<file path="config.mk">
export PLATFORM = sky130hd
export DESIGN_NAME = regfile_write_arbiter
export DESIGN_NICKNAME = d
export VERILOG_FILES = /design/src/rtl/regfile_pkg.sv /design/src/rtl/uart_byte_fifo.sv /design/src/rtl/regfile_write_arbiter.sv
export SDC_FILE = /design/constraint.sdc
export NUM_CORES = 1
export LEC_CHECK = 0
export ABC_AREA = 1
export BUFFER_PORTS_ARGS = -buffer_cell sky130_fd_sc_hd__buf_2
export CORE_ASPECT_RATIO = 1.2
export CORE_UTILIZATION = 49
export CTS_CLUSTER_SIZE = 8
export DETAILED_ROUTE_END_ITERATION = 10
export PLACE_DENSITY = 0.75
export SLEW_MARGIN = 20
export SYNTH_ARGS = -nofsm -noshare
export SYNTH_HDL_FRONTEND = slang
export SYNTH_SLANG_ARGS = --single-unit
</file>
<file path="constraint.sdc">
create_clock -name clk -period 2.5 [get_ports clk]
set_input_delay 0.5 -clock clk [delete_from_list [all_inputs] [get_ports clk]]
set_output_delay 0.5 -clock clk [all_outputs]
set_load 0.01 [all_outputs]
</file>
<file path="src/rtl/regfile_pkg.sv">
// Shared definitions for the register file write-port arbiter.
// Register numbers, default sizing, FSM states and grant sources.
package regfile_pkg;

    localparam logic [4:0] REG_K0           = 5'd26;
    localparam logic [4:0] UART_REG1_DEF    = 5'd16;
    localparam logic [4:0] UART_REG2_DEF    = 5'd17;
    localparam int         UART_DEPTH_DEF   = 4;
    localparam int         STARVE_LIMIT_DEF = 8;

    typedef enum logic [1:0] {
        NORMAL,
        EXC_PEND,
        STARVE
    } arb_state_e;

    typedef enum logic [1:0] {
        GNT_NONE,
        GNT_WB,
        GNT_EXC,
        GNT_UART
    } gnt_src_e;

endpackage

</file>
<file path="src/rtl/uart_byte_fifo.sv">
// Small synchronous FIFO holding tagged UART bytes.
// Push and pop may coincide at any fill level, including full.
module uart_byte_fifo #(
    parameter int WIDTH = 9,
    parameter int DEPTH = 4
) (
    input  logic                     clk,
    input  logic                     rst_n,
    input  logic                     push,
    input  logic [WIDTH-1:0]         push_data,
    input  logic                     pop,
    output logic [WIDTH-1:0]         pop_data,
    output logic                     full,
    output logic                     empty,
    output logic [$clog2(DEPTH):0]   count
);

    localparam int AW = $clog2(DEPTH);
    localparam logic [AW:0] FULL_CNT = (AW+1)'(DEPTH);

    logic [WIDTH-1:0] mem [DEPTH];
    logic [AW-1:0]    wr_ptr;
    logic [AW-1:0]    rd_ptr;

    assign full     = (count == FULL_CNT);
    assign empty    = (count == '0);
    assign pop_data = mem[rd_ptr];

    // Storage array; head is read combinationally before any overwrite.
    always_ff @(posedge clk) begin
        if (push) begin
            mem[wr_ptr] <= push_data;
        end
    end

    // Pointers wrap naturally because DEPTH is a power of two.
    always_ff @(posedge clk) begin
        if (!rst_n) begin
            wr_ptr <= '0;
            rd_ptr <= '0;
            count  <= '0;
        end else begin
            if (push) wr_ptr <= wr_ptr + 1'b1;
            if (pop)  rd_ptr <= rd_ptr + 1'b1;
            case ({push, pop})
                2'b10:   count <= count + 1'b1;
                2'b01:   count <= count - 1'b1;
                default: count <= count;
            endcase
        end
    end

endmodule

</file>
<file path="src/rtl/regfile_write_arbiter.sv">
// Shares the register file write port between WB, the $k0 exception
// save and buffered UART bytes; all writes leave through registers.
module regfile_write_arbiter
    import regfile_pkg::*;
#(
    parameter int         UART_DEPTH   = UART_DEPTH_DEF,
    parameter logic [4:0] UART_REG1    = UART_REG1_DEF,
    parameter logic [4:0] UART_REG2    = UART_REG2_DEF,
    parameter int         STARVE_LIMIT = STARVE_LIMIT_DEF
) (
    input  logic        clk,
    input  logic        rst_n,
    input  logic        wb_we,
    input  logic [4:0]  wb_addr,
    input  logic [31:0] wb_data,
    input  logic        exc_req,
    input  logic [31:0] exc_pc,
    input  logic        uart_valid,
    input  logic        uart_flag,
    input  logic [7:0]  uart_data,
    output logic        uart_ready,
    output logic        rf_we,
    output logic [4:0]  rf_addr,
    output logic [31:0] rf_data,
    output logic        stall_req,
    output logic        exc_done,
    output logic        uart_overflow
);

    localparam int CW = $clog2(UART_DEPTH) + 1;
    localparam int SW = $clog2(STARVE_LIMIT + 1);
    localparam logic [CW-1:0] FULL_CNT   = CW'(UART_DEPTH);
    localparam logic [SW-1:0] STARVE_MAX = SW'(STARVE_LIMIT);

    arb_state_e       state;
    arb_state_e       state_next;
    gnt_src_e         gnt;
    logic             wb_req;
    logic             latch_pc;
    logic [31:0]      pend_pc;
    logic [31:0]      save_pc;
    logic [SW-1:0]    starve_cnt;
    logic             starve_full;
    logic             push;
    logic             pop;
    logic [8:0]       head;
    logic             full;
    logic             empty;
    logic [CW-1:0]    count;
    logic [4:0]       wr_addr;
    logic [31:0]      wr_data;

    assign wb_req      = wb_we && (wb_addr != 5'd0);
    assign starve_full = (starve_cnt == STARVE_MAX);
    assign uart_ready  = (count != FULL_CNT);
    assign pop         = (gnt == GNT_UART);
    assign push        = uart_valid && (!full || pop);

    uart_byte_fifo #(
        .WIDTH (9),
        .DEPTH (UART_DEPTH)
    ) u_fifo (
        .clk       (clk),
        .rst_n     (rst_n),
        .push      (push),
        .push_data ({uart_flag, uart_data}),
        .pop       (pop),
        .pop_data  (head),
        .full      (full),
        .empty     (empty),
        .count     (count)
    );

    // Grant selection and next state: WB, then exception save, then UART.
    always_comb begin
        gnt        = GNT_NONE;
        state_next = state;
        latch_pc   = 1'b0;
        save_pc    = exc_pc;
        if (wb_req) begin
            gnt = GNT_WB;
        end else if (state == EXC_PEND) begin
            gnt     = GNT_EXC;
            save_pc = pend_pc;
        end else if (exc_req) begin
            gnt = GNT_EXC;
        end else if (!empty) begin
            gnt = GNT_UART;
        end
        unique case (state)
            NORMAL: begin
                if (exc_req && wb_req) begin
                    state_next = EXC_PEND;
                    latch_pc   = 1'b1;
                end else if (starve_full && !empty && gnt != GNT_UART) begin
                    state_next = STARVE;
                end
            end
            EXC_PEND: begin
                if (!wb_req) state_next = NORMAL;
            end
            STARVE: begin
                if (exc_req && wb_req) begin
                    state_next = EXC_PEND;
                    latch_pc   = 1'b1;
                end else if (gnt == GNT_UART) begin
                    state_next = NORMAL;
                end
            end
            default: state_next = NORMAL;
        endcase
    end

    // Write address/data mux for the granted source.
    always_comb begin
        wr_addr = 5'd0;
        wr_data = 32'd0;
        unique case (gnt)
            GNT_WB: begin
                wr_addr = wb_addr;
                wr_data = wb_data;
            end
            GNT_EXC: begin
                wr_addr = REG_K0;
                wr_data = save_pc;
            end
            GNT_UART: begin
                wr_addr = head[8] ? UART_REG2 : UART_REG1;
                wr_data = {24'd0, head[7:0]};
            end
            default: begin
                wr_addr = 5'd0;
                wr_data = 32'd0;
            end
        endcase
    end

    // FSM state, pending save PC and starvation counter.
    always_ff @(posedge clk) begin
        if (!rst_n) begin
            state      <= NORMAL;
            pend_pc    <= 32'd0;
            starve_cnt <= '0;
        end else begin
            state <= state_next;
            if (latch_pc) pend_pc <= exc_pc;
            if (pop) begin
                starve_cnt <= '0;
            end else if (!empty && !starve_full) begin
                starve_cnt <= starve_cnt + 1'b1;
            end
        end
    end

    // Registered write port, status pulses and sticky overflow.
    always_ff @(posedge clk) begin
        if (!rst_n) begin
            rf_we         <= 1'b0;
            rf_addr       <= 5'd0;
            rf_data       <= 32'd0;
            stall_req     <= 1'b0;
            exc_done      <= 1'b0;
            uart_overflow <= 1'b0;
        end else begin
            rf_we     <= (gnt != GNT_NONE);
            rf_addr   <= wr_addr;
            rf_data   <= wr_data;
            stall_req <= (state_next != NORMAL);
            exc_done  <= (gnt == GNT_EXC);
            if (uart_valid && full && !pop) uart_overflow <= 1'b1;
        end
    end

endmodule
</file>
# Yosys cells after proc, flatten, opt, wreduce, memory -nomap -nowiden
# Memory sizes are Yosys's and may differ from the RTL's. A register that Yosys moved wholly into a read port is not among the register bits.
# Index checks and enable logic that the tools add are counted.
# word_totals
regBits	86
mem_bits_rw	36
input_bits	83
output_inout_bits	42
mem_count	1
# op_classes
add_sub_neg	5
n_eq_ne	11
mux	22
n_bitwise	1
reduce_logical	21
# memory_table
memory	depth	width	rd	rd_clocked_by_memory_dff	write_ports	line_no	source
u_fifo.mem	4	9	1	1	1	uart_byte_fifo.sv:21	logic [WIDTH-1:0] mem [DEPTH];
# ops
operator	n
$pmux W32 S3	1
$mux W32	2
$mux W2	11
$pmux W5 S3	1
$eq A2 B2 Y1 const B	4
$logic_and A1 B1 Y1	8
$eq A2 B1 Y1 const B	3
$pmux W2 S3	1
$pmux W3 S2	1
$reduce_bool A2 Y1	3
$mux W1	5
$reduce_bool A5 Y1	1
$add A2 B1 Y2 const B	2
$add A4 B1 Y4 const B	1
$eq A4 B4 Y1 const B	1
$logic_not A1 Y1	4
$reduce_or A2 Y1	2
$add A3 B1 Y3 const B	1
$eq A3 B3 Y1 const B	1
$logic_not A3 Y1	1
$ne A3 B3 Y1 const B	1
$sub A3 B1 Y3 const B	1
$logic_not A2 Y1	1
$ne A2 B2 Y1 const B	1
2 further kinds	2

# Longest topological paths before layout
# depth
word_depth	11
mapped_depth	14

# Modules after synthesis
# Synthesis repeated with hierarchy kept, for this count alone.
# unflattened
cells_unflattened	770
hier_area_um2	5788.1
# modules_own_cells
module	instances	cells_per_inst	area_each_um2	seq_area_each_um2
regfile_write_arbiter	1	627	3908.7	1581.5
uart_byte_fifo	1	143	1879.3	1261.2

# Worst setup path after synthesis
# No wires, ideal clock.
# synth_timing
kind	input to register
start	in wb_addr[4]
end	reg u_fifo.count[2]
setup_time_ns	0.122
t_arrival_ns	2.077
setup_slack_ns	0.301
stages	13
path_cell_list	inv_1 > nand3_4 > nand2_8 > nand2_2 > nand2_2 > nand2_1 > ha_1 > inv_1 > fa_1 > a21oi_1 > o21ai_0 > o21ai_0 > a21oi_1
# synth_via
elab_chain_cells	8
word_cells_on_any_way	10
# synth_lines
item	line_no	source
start, declared	regfile_write_arbiter.sv:14	input logic [4:0] wb_addr,
$reduce_bool A5 Y1 (*)	regfile_write_arbiter.sv:53	assign wb_req = wb_we && (wb_addr != 5'd0);
$logic_and A1 B1 Y1 (*)	regfile_write_arbiter.sv:53	
$mux W2 (*)	regfile_write_arbiter.sv:80	if (wb_req) begin
$eq A2 B2 Y1 (*)	regfile_write_arbiter.sv:56	assign pop = (gnt == GNT_UART);
$logic_or A1 B1 Y1	regfile_write_arbiter.sv:57	assign push = uart_valid && (!full || pop);
$logic_and A1 B1 Y1	regfile_write_arbiter.sv:57	
$eq A2 B1 Y1 / $eq A2 B2 Y1 (equally long branches)	uart_byte_fifo.sv:45	case ({push, pop})
$pmux W3 S2 / $reduce_bool A2 Y1 (equally long branches)	--	
end signal, assigned	uart_byte_fifo.sv:46	2'b10: count <= count + 1'b1;
end signal, assigned	uart_byte_fifo.sv:47	2'b01: count <= count - 1'b1;
end signal, assigned	uart_byte_fifo.sv:48	default: count <= count;
end, declared	uart_byte_fifo.sv:15	output logic [$clog2(DEPTH):0] count
# Every way passes the cells marked *; elsewhere a longest branch is shown, timed or not.
# A chain may end at the register's enable or synchronous reset.

# Worst setup path in the final report
# layout_timing
start	reg state[0]
end	reg u_fifo.count[2]
# layout_via
elab_chain_cells	8
word_cells_on_any_way	10
# layout_lines
item	line_no	source
start, declared	regfile_write_arbiter.sv:35	arb_state_e state;
start signal, assigned	regfile_write_arbiter.sv:145	state <= state_next;
$eq A2 B1 Y1 (*)	regfile_write_arbiter.sv:82	end else if (state == EXC_PEND) begin
$mux W2 (*)	regfile_write_arbiter.sv:82	
$mux W2 (*)	regfile_write_arbiter.sv:80	
$eq A2 B2 Y1 (*)	regfile_write_arbiter.sv:56	
$logic_or A1 B1 Y1	regfile_write_arbiter.sv:57	
$logic_and A1 B1 Y1	regfile_write_arbiter.sv:57	
$eq A2 B1 Y1 / $eq A2 B2 Y1 (equally long branches)	uart_byte_fifo.sv:45	
$pmux W3 S2 / $reduce_bool A2 Y1 (equally long branches)	--	
# Marked as above.

==> insert_results.sql <==
INSERT INTO impl_metrics (metric_group, metric, value, unit) VALUES
('run_status', 'run_status', 'completed', ''),
('hold_path', 'timing.hold.worst.class', 'primary input to flip-flop', ''),
('critical_path', 'cp-end-kind', 'flip-flop', ''),
('detailed_routing', 'vias_per_cell', '5.13', ''),
('sta', 'final-hold-violation-count', '0', ''),
('detailed_routing', 'routedWlPerCell', '13.7', 'um'),
('placed_design', 'port_buffers', '124', ''),
('synthesis', 'yosys_warnings', '0', ''),
('synthesis', 'synth.distinct_cells', '36', ''),
('synthesis', 'synth_top_cells_by_area', 'sky130_fd_sc_hd__dfxtp_1 (30%), sky130_fd_sc_hd__edfxtp_1 (19%), sky130_fd_sc_hd__nand2_1 (10%), sky130_fd_sc_hd__nand3_1 (6.2%), sky130_fd_sc_hd__inv_1 (4.9%)', ''),
('clock_tree', 'cts_hold_buffers_added', '0', ''),
('sta', 'maxClockFrequency', '465', 'MHz'),
('synthesis', 'top_cells_by_count_synth', 'sky130_fd_sc_hd__nand2_1 (160), sky130_fd_sc_hd__dfxtp_1 (88), sky130_fd_sc_hd__inv_1 (76)', ''),
('floorplan', 'design.portCount', '125', ''),
('clock_tree', 'clockBufferDepth', '2', ''),
('sta', 'worst-slew-pin-transition', '519', 'ps'),
('clock_tree', 'cts_setup_buffers', '0', ''),
('sta', 'setup_tns', '0', 'ps'),
('synthesis', 'number_of_enable_flip_flop_cells_after_synthesis', '36', ''),
('clock_tree', 'tritoncts.num_buffers', '17', ''),
('synthesis', 'synth_fp_nets', '770', ''),
('grt', 'grt_pass1_wl', '21700', 'um'),
('synthesis', 'syn-mean-instance-area', '8.57', 'um2'),
('grt', 'first_global_vias', '4776', ''),
('critical_path', 'critical_path_arrival', '2450', 'ps'),
('clock_tree', 'cts_tree', 'built', ''),
('detailed_routing', 'drcViolationCount', '0', ''),
('floorplan', 'start_util', '50.3', '%'),
('pwr', 'ir_worst_vdd', '0.000562', 'V'),
('sta', 'fin_crit_sh', '86.0', '%'),
('floorplan', 'die_span_x', '101', 'um'),
('sta', 'relSlewSlack', '65.4', '%'),
('floorplan', 'dieHeight', '121', 'um'),
('layout', 'design.final.nets', '892', ''),
('synthesis', 'synth_cells', '679', ''),
('layout', 'final_core_util', '60.9', '%'),
('clock_tree', 'cts_num_sinks', '124', ''),
('sta', 'finalWorstPathRequiredPeriod', '2150', 'ps'),
('sta', 'timing.hold.ws', '296', 'ps'),
('synthesis', 'synth_seq_area_share', '48.8', '%'),
('synthesis', 'ys.flop_type', 'sky130_fd_sc_hd__dfxtp_1', ''),
('layout', 'insertedDiodeCount', '0', ''),
('clock_tree', 'cts.htree.levels', '4', ''),
('critical_path', 'critPathRequiredTime', '2800', 'ps'),
('clock_tree', 'path_clk_slew', '60', 'ps'),
('detailed_routing', 'ant_nets', '0', ''),
('detailed_routing', 'detailroute.via_count', '4978', ''),
('run', 'timing.max_cap.violations', '0', ''),
('placed_design', 'dpl.cell_count', '939', ''),
('pwr', 'power_density', '738', 'nW/um2'),
('layout', 'flow.area_growth_from_synthesis', '21.1', '%'),
('grt', 'grt.overflow.total', '0', ''),
('sta', 'timing.final.setup_violations', '0', ''),
('layout', 'regArea', '2840', 'um2'),
('placed_design', 'dp.final_hpwl', '9120', 'um'),
('layout', 'finish.cell_count_without_fillers', '971', ''),
('grt', 'grt_antenna_before_repair', '0', ''),
('pwr', 'p_leak', '3.21', 'nW'),
('synthesis', 'synth_top_area_cell', 'sky130_fd_sc_hd__dfxtp_1', ''),
('critical_path', 'criticalPathCategory', 'flip-flop to flip-flop', ''),
('floorplan', 'core_area', '11600', 'um2'),
('synthesis', 'synthArstFlopShare', '0', '%'),
('critical_path', 'critPathLaunchType', 'flip-flop', ''),
('clock_tree', 'clk-insertion-delay-late', '420', 'ps'),
('grt', 'grt_use_total', '22.9', '%'),
('sta', 'finalMaxSlewViolations', '0', ''),
('synthesis', 'post-synth-top-area-fraction', '30.3', '%'),
('floorplan', 'die_area', '12300', 'um2'),
('detailed_routing', 'drt_pre_antenna_iters', '5', ''),
('sta', 'timing.clock.skew', '9.41', 'ps'),
('clock_tree', 'post_cts_resize_count', '0', '');
==> logic make-up (layout without fill, tap and decap cells) <==
| kind of cell | after synthesis | after routing | share of synthesized area [%] |
|---|---|---|---|
| xor+xnor | 2 | 2 | 0.301 |
| buf+inv | 121 | 256 | 9.95 |
| simple gates | 306 | 306 | 25.3 |
| flops | 124 | 124 | 48.8 |
| fa+ha+maj | 8 | 8 | 1.85 |
| compound gates | 118 | 118 | 13.7 |
==> critical path: stages (launching register included) <==
cell and delay (ps):
sky130_fd_sc_hd__dfxtp_1 450, sky130_fd_sc_hd__nand2_4 90, sky130_fd_sc_hd__nand2_4 100, sky130_fd_sc_hd__inv_2 80, sky130_fd_sc_hd__nand2_2 100, sky130_fd_sc_hd__nand2_2 80, sky130_fd_sc_hd__nand2_1 100, sky130_fd_sc_hd__ha_1 140
sky130_fd_sc_hd__inv_1 70, sky130_fd_sc_hd__fa_1 380, sky130_fd_sc_hd__a21oi_1 140, sky130_fd_sc_hd__o21ai_0 110, sky130_fd_sc_hd__o21ai_0 150, sky130_fd_sc_hd__a21oi_1 60
==> where the power goes <==
part           internal, W  switching (W)
combinational     0.000259       0.000439
sequential         0.00219      0.0000533
clock              0.00136       0.000898
==> layout make-up <==
cell class | count | share of cell area [%]
Multi-Input combinational cell | 434 | 34.0
Clock buffer | 17 | 6.03
Timing Repair Buffer | 140 | 10.5
Sequential cell | 124 | 40.3
Inverter | 84 | 4.54
Tap cell | 157 | 2.79
Clock inverter | 15 | 1.77
==> registers in the layout, summed over array words and instances, names as in the netlist, named ones only <==
| name | flops |
|---|---|
| rf_addr | 5 |
| uart_overflow | 1 |
| exc_done | 1 |
| u_fifo.mem | 36 |
| u_fifo.count | 3 |
| u_fifo.rd_ptr | 2 |
| stall_req | 1 |
| starve_cnt | 4 |
| rf_we | 1 |
| rf_data | 32 |
| pend_pc | 32 |
| u_fifo.wr_ptr | 2 |
| state | 2 |
==> per-stage QoR <==
stage                     total power [W]  setup slack (ps)  instance area [um2]
after floorplan                   0.00276               301                 5820
after global placement            0.00295               124                 6500
after detailed placement          0.00298              93.9                 6500
after CTS                         0.00523               358                 7050
after global routing              0.00544              53.0                 7050
final                             0.00520               350                 7050
==> per-layer routing <==
metal	GRT usage, %	wire, um
met5	0	0
met4	11.9	437
met3	5.59	703
met2	39.0	6630
met1	26.4	5560
==> final timing paths <==
check / slack (ps) / end / from / depth (start not counted)
max: 350 / u_fifo.count[2] / state[0] / 13
min reg2reg: 460 / pend_pc[23] / pend_pc[23] / 2
min: 300 / u_fifo.mem[1][6] / uart_data[6] / 1
max reg2reg: 350 / u_fifo.count[2] / state[0] / 13
==> cells in the final DEF (no fill, tap or decap) <==
master,instances
sky130_fd_sc_hd__bufinv_16,1
sky130_fd_sc_hd__ha_1,7
sky130_fd_sc_hd__buf_4,16
sky130_fd_sc_hd__clkinvlp_4,5
sky130_fd_sc_hd__nand2_4,3
sky130_fd_sc_hd__o21ai_1,1
sky130_fd_sc_hd__nand2_8,2
sky130_fd_sc_hd__clkinv_2,3
sky130_fd_sc_hd__nor2_2,2
sky130_fd_sc_hd__xor2_1,2
sky130_fd_sc_hd__clkbuf_16,17
sky130_fd_sc_hd__o22ai_1,1
sky130_fd_sc_hd__nor2_1,17
sky130_fd_sc_hd__o2111ai_1,24
sky130_fd_sc_hd__clkinv_1,3
sky130_fd_sc_hd__inv_2,6
sky130_fd_sc_hd__clkinv_4,2
sky130_fd_sc_hd__nor3_1,1
sky130_fd_sc_hd__nand3_4,1
sky130_fd_sc_hd__nand2_1,160
sky130_fd_sc_hd__a31oi_1,1
sky130_fd_sc_hd__nor2_8,3
sky130_fd_sc_hd__or2_2,12
sky130_fd_sc_hd__nand4_1,1
sky130_fd_sc_hd__a21oi_2,30
sky130_fd_sc_hd__fa_1,1
sky130_fd_sc_hd__edfxtp_1,36
sky130_fd_sc_hd__buf_2,124
sky130_fd_sc_hd__nand2_2,32
sky130_fd_sc_hd__o21ai_0,9
sky130_fd_sc_hd__inv_6,3
sky130_fd_sc_hd__nand3_1,72
sky130_fd_sc_hd__o211ai_1,1
sky130_fd_sc_hd__inv_1,76
sky130_fd_sc_hd__dfxtp_1,88
sky130_fd_sc_hd__a21oi_1,51
No activity file was read; power rests on OpenSTA's default activity.
